### config.mk
export PLATFORM = sky130hd
export DESIGN_NAME = bcd_counter_n
export DESIGN_NICKNAME = d
export VERILOG_FILES = /design/src/rtl/bcd_counter_n.sv
export SDC_FILE = /design/constraint.sdc
export NUM_CORES = 1
export LEC_CHECK = 0
export ABC_AREA = 1
export BUFFER_PORTS_ARGS = -buffer_cell sky130_fd_sc_hd__buf_4
export CELL_PAD_IN_SITES_DETAIL_PLACEMENT = 1
export CELL_PAD_IN_SITES_GLOBAL_PLACEMENT = 1
export CORE_ASPECT_RATIO = 0.6
export CORE_MARGIN = 5
export CORE_UTILIZATION = 35
export DETAILED_ROUTE_END_ITERATION = 7
export GPL_ROUTABILITY_DRIVEN = 0
export HOLD_SLACK_MARGIN = 0.03
export PLACE_DENSITY_LB_ADDON = 0.1
export SKIP_LAST_GASP = 1
export SLEW_MARGIN = 15
export SYNTH_ARGS = -nofsm -noshare
export SYNTH_HDL_FRONTEND = slang
export SYNTH_SLANG_ARGS = --single-unit
### constraint.sdc
create_clock -name clk -period 1.4 [get_ports clk]
set_clock_uncertainty 0.15 [all_clocks]
set_input_delay 0.28 -clock clk [delete_from_list [all_inputs] [get_ports clk]]
set_output_delay 0.28 -clock clk [all_outputs]
set_load 0.02 [all_outputs]
### src/rtl/bcd_counter_n.sv
// rtl/bcd_counter_n.sv - DIGITS-wide cascaded BCD up/down counter with registered wrap flag
// Optional parallel load with per-digit clamp: define BCD_COUNTER_LOAD_EN.
module bcd_counter_n #(
  parameter int DIGITS = 4
) (
  input  logic                  clk,
  input  logic                  rst,
  input  logic                  en,
  input  logic                  up,
`ifdef BCD_COUNTER_LOAD_EN
  input  logic                  load,
  input  logic [4*DIGITS-1:0]   din,
`endif
  output logic [4*DIGITS-1:0]   q,
  output logic                  tc
);

  localparam int W = 4 * DIGITS;

  logic [W-1:0] q_q, q_d;
  logic         tc_q, tc_d;
  logic [W-1:0] step_val;
  logic         all_nine, all_zero;

  // Digit i moves only when every lower digit is at its rollover value.
  always_comb begin
    logic run_c;
    logic run_b;
    run_c    = 1'b1;
    run_b    = 1'b1;
    step_val = q_q;
    for (int i = 0; i < DIGITS; i++) begin
      if (up) begin
        if (run_c) begin
          step_val[4*i +: 4] = (q_q[4*i +: 4] == 4'd9) ? 4'd0 : q_q[4*i +: 4] + 4'd1;
        end
      end else begin
        if (run_b) begin
          step_val[4*i +: 4] = (q_q[4*i +: 4] == 4'd0) ? 4'd9 : q_q[4*i +: 4] - 4'd1;
        end
      end
      run_c = run_c & (q_q[4*i +: 4] == 4'd9);
      run_b = run_b & (q_q[4*i +: 4] == 4'd0);
    end
    all_nine = run_c;
    all_zero = run_b;
  end

`ifdef BCD_COUNTER_LOAD_EN
  logic [W-1:0] load_val;

  always_comb begin
    load_val = '0;
    for (int i = 0; i < DIGITS; i++) begin
      load_val[4*i +: 4] = (din[4*i +: 4] > 4'd9) ? 4'd9 : din[4*i +: 4];
    end
  end
`endif

  always_comb begin
    q_d  = q_q;
    tc_d = 1'b0;
`ifdef BCD_COUNTER_LOAD_EN
    if (load) begin
      q_d = load_val;
    end else if (en) begin
      q_d  = step_val;
      tc_d = up ? all_nine : all_zero;
    end
`else
    if (en) begin
      q_d  = step_val;
      tc_d = up ? all_nine : all_zero;
    end
`endif
  end

  always_ff @(posedge clk) begin
    if (!rst) begin
      q_q  <= '0;
      tc_q <= 1'b0;
    end else begin
      q_q  <= q_d;
      tc_q <= tc_d;
    end
  end

  assign q  = q_q;
  assign tc = tc_q;

endmodule

Yosys cells after proc, flatten, opt, wreduce, memory -nomap -nowiden
Cells that the tools add are included.
Operators by class
  add/subtract/negate cells: 8
  multiply operators: 0
  div/mod/pow operators: 0
  magnitude comparators: 0
  equal/unequal tests: 7
  shift-type cells: 0
  multiplexer cells: 19
  bitwise logic cells: 6
  reduce and logical (&&, ||, !) cells: 11
Operator list (number)
  4-bit 2-to-1 mux: 18
  4-bit by 1-bit adder with 4-bit output, second input constant: 4
  4-bit equality test, second input constant: 4
  4-bit zero test: 4
  4-bit by 1-bit subtractor with 4-bit output, second input constant: 4
  3-bit AND reduction: 3
  1-bit bitwise AND: 6
  2-bit by 1-bit != test with 1-bit output, second input constant: 3
  2-bit nonzero test: 3
  2-bit AND reduction: 1
  1-bit 2-to-1 mux: 1
Storage, ports and cells
  register bits after elaboration: 17
  bits in latches: 0
  memory bits (writable): 0
  memory bits (read-only): 0
  bits of input ports: 4
  output and inout bits: 17
  word-level logic and storage cells: 56
  memories: 0

Logic depth before layout (Yosys ltp)
  depth after elaboration: 5
  gate-level depth with buffers: 10
  gate-level depth less buffers: 10

Worst setup path after synthesis
Ideal clock, no wire load.
  path type: reg2reg
  from: register q_q[0] (netlist: q[0])
  to: register q_q[9] (netlist: q[9])
  setup time: 114 ps
  arrival time: 1275 ps
  required time: 1136 ps
  path slack: -139 ps
  stages on the path, launching flop included: 10
  buffers on the path: 0
  period minus slack after synthesis: 1539 ps
  cell sequence: dfxtp_1 -> inv_1 -> nor2_2 -> nand2_4 -> nand2_4 -> nand3_4 -> nor2_8 -> inv_4 -> nor2_1 -> nor2_1
Between the ends
  longest elaborated chain between the ends: 4
  elaborated cells between the ends (all ways): 7
  classes of those cells: eq/ne (2); bitwise (2); reduce/logical (3)
Ends and longest elaborated chain
  from (decl): line 20  | logic [W-1:0] q_q, q_d;
  from (signal assigned): line 83  | q_q <= q_d;
  4-bit equality test / 4-bit zero test (equally long branches): line 42, 43
  1-bit bitwise AND (on tied branches): line 42, 43
  2-bit by 1-bit != test with 1-bit output (no line) / 2-bit nonzero test (equally long branches)
  3-bit AND reduction (no line) (*)
Every way passes the cells marked *; elsewhere a longest branch is shown, timed or not.
A chain may end at the register's enable or synchronous reset.

Worst setup path after layout
  from: register q_q[4] (netlist: q[4])
  to: register q_q[13] (netlist: q[13])
Between the ends
  longest elaborated chain between the ends: 5
  elaborated cells between the ends (all ways): 9
  classes of those cells: eq/ne (2); bitwise (4); reduce/logical (3)
Ends and longest elaborated chain (line)
  4-bit equality test / 4-bit zero test (equally long branches): 42, 43
  1-bit bitwise AND (on tied branches) (2 in series): 42, 43
  2-bit by 1-bit != test with 1-bit output (no line) / 2-bit nonzero test (equally long branches)
  3-bit AND reduction (no line) (*)
Marked as above.

==> impl_metrics.ini <==
[min_path]
min_path_type = input port to register

[synth]
yosysTopAreaCell = dfxtp_1
seq_area_frac_synth_pct = 25.5
syn_area_um2 = 1330
synthCells = 218
ys_seq_elements = 17
synth_edf_count = 0
synth_flop_cell = dfxtp_1
yosys_warnings = 0
yosysMostFrequentCell = nand2_1
ys_top_cells_by_count = nand2_1 (49), nor2_1 (31), inv_1 (27), dfxtp_1 (17), o21ai_0 (16)
ys_top_cells_by_area = dfxtp_1 (26%), nand2_1 (14%), nor2_1 (8.7%)
synth.avg_cell_area_um2 = 6.12
yosysUniqueCellTypes = 26
syn-num-nets = 222
synth_top_area_share_pct = 25.5
synthArstFlopShare_pct = 0

[clocking]
cts_root_buffer = clkbuf_8
ctsLongestPathBuffers = 2
cts_tree = built
numClockSinks = 17
cts_max_level = 1
tritoncts.num_buffers = 3
ctsHoldBuffers = 0
clkLatencyLatePin_ns = 0.26
clkTransAtPathRegs_ns = 0.08

[power]
pwr-share-seq_pct = 36.9
switchingPower_w = 0.000553
finalPower_w = 0.00152
power_density_nw_per_um2 = 788
p_int_w = 0.000962
ir_drop_v = 0.000424
sw_frac_of_total_pct = 36.5
combPwrFrac_pct = 37.5
leakage_nw = 0.998
power_frac_clock_pct = 25.6

[place]
port_buffers = 20
dpl_worst_slack_ns = -0.0861
dp_hpwl_mm = 3.41
numPlacedInstances = 308

[sta]
period_share_pct = 105
setup_viol_count_final = 11
fin_ws_ns = -0.0658
hold_viol_final = 0
min_period_ns = 1.47
maxSlewHeadroom_pct = 84.7
worst_pin_slew_ns = 0.229
fmax_ghz = 0.682
finalSetupTns_ns = -0.465
rsz0062_at_grt = true
maxSlewViolCount = 0

[finish]
drive_above_1_share_pct = 43.9
fill_cells = 515
diodes = 0
fin_util_pct = 52.3
syn2layout_area_growth_pct = 44.3
fin_nets = 276
instances_no_fill = 318

[critical_path]
endpoint_kind = register
critPathLaunch = q[4]
cp_max_fo = 4
r2r_slack_ns = -0.07
endpoint = q[13]
reg2reg_from = q[4]
critical_path_class = register to register
critPathRequiredTime_ns = 1.41
arrival_ns = 1.47
crit_path_start_kind = register
worstReg2RegEnd = q[13]
reg2reg_depth = 9

[routing]
vias = 1552
drt_iter0_drc = 58
wirelength_mm = 4.47
viasPerCell = 4.88
dr.pass1.iters = 4
detail-route-antenna-nets = 0
drc_errors = 0
wl_per_cell_um = 14.1

[die]
dieArea_um2 = 5190
io_pins = 21
num_rows = 17
start_util_pct = 36.2
core-area_um2 = 3680
die_h_um = 57.8
die_x_um = 89.7

[status]
status = finished, violations left
violations = negative setup slack

[global_routing]
grt.total_usage_pct = 17.8
grt_max_degree = 18
grt_antenna_before_repair = 0
grt_pass1_vias = 1583
grt_overflow = 0
grt_pass1_wl_mm = 7.30

[run]
cap_violations = 0
-- metal layers --
layer,share of wire (%),vias to the layer above,GRT usage [%]
li1,-,796,-
met1,50,730,24.0
met2,46,20,29.3
met3,2.8,6,3.98
met4,1.9,0,3.18
met5,0,-,0
-- layout make-up --
class / count / area [µm²] / area share (%)
Clock buffer: 4 / 45.0 / 2.34
Tap cell: 47 / 58.8 / 3.06
Sequential cell: 17 / 370 / 19.2
Timing Repair Buffer: 54 / 422 / 21.9
Inverter: 34 / 133 / 6.89
Multi-Input combinational cell: 162 / 896 / 46.6
-- critical path, cell delays in order, from the launching register on --
cell and delay (ns):
dfxtp_4 0.38, inv_2 0.04, nor2_2 0.13, nand2_2 0.10
nor2_1 0.10, nand2_1 0.09, nand2_1 0.09, nand3_2 0.10
nor2_2 0.13, nor2_1 0.05
-- stage by stage --
step                hold slack [ns]  instance area, µm²
global placement              0.354                1740
detailed placement            0.383                1740
CTS                           0.206                1850
global route                  0.194                1920
finish                        0.197                1920
floorplan                     0.253                1350
-- power by group through the flow --
stage | sequential [W] | combinational [W] | clock, W
final | 0.000559 | 0.000569 | 0.000388
after global routing | 0.000566 | 0.000622 | 0.000427
after CTS | 0.000557 | 0.000544 | 0.000395
after detailed placement | 0.000565 | 0.000514 | 0
after global placement | 0.000561 | 0.000495 | 0
after floorplan | 0.000603 | 0.000264 | 0
-- layout by cell type (no fill, tap or decap) --
cell       n
dfxtp_1    3
a21oi_1   11
nor2_2    10
buf_12     1
a21oi_2    1
nand3_1   14
nand3_2    1
buf_4     52
o211ai_1   4
o21ai_1    6
dfxtp_4    5
nor2_4     9
nand2_1   45
dfxtp_2    9
nand3_4    1
inv_1     24
nor3_2     1
buf_6      1
nand2_2   10
clkbuf_1   1
nor2_1    23
nand4_1    3
xor2_1     2
o22ai_1    1
inv_4      2
clkbuf_8   3
inv_2      8
nor3_1     1
nor2_8     1
o21ai_0   14
nand2_4    4
-- cells by family (layout without fill, tap and decap cells) --
family,after synthesis,count (layout),share of synthesized area [%]
simple gates,123,123,45.6
buf+inv,39,92,12.9
compound gates,37,37,14.7
flops,17,17,25.5
xor+xnor,2,2,1.31
-- state kept, by name, indices dropped and copies added, names as in the netlist --
| signal | flops |
|---|---|
| q | 16 |
| tc | 1 |
-- worst min path at each step --
stage / from / end / slack [ns] / depth (start not counted)
3_3_place_gp: q[1] / q[1] / 0.35 / 2
4_1_cts: rst / q[13] / 0.21 / 3
3_5_place_dp: q[1] / q[1] / 0.38 / 2
2_1_floorplan: rst / tc / 0.25 / 2
5_1_grt: rst / q[13] / 0.19 / 3
6_report: rst / q[13] / 0.20 / 3
-- what timing repair did --
item	4_1_cts	5_1_grt
buffers inserted	6	0
pin swaps	7	14
setup endpoints to repair	11	18
gates resized for setup	7	29
(Power assumes the default switching activity.)
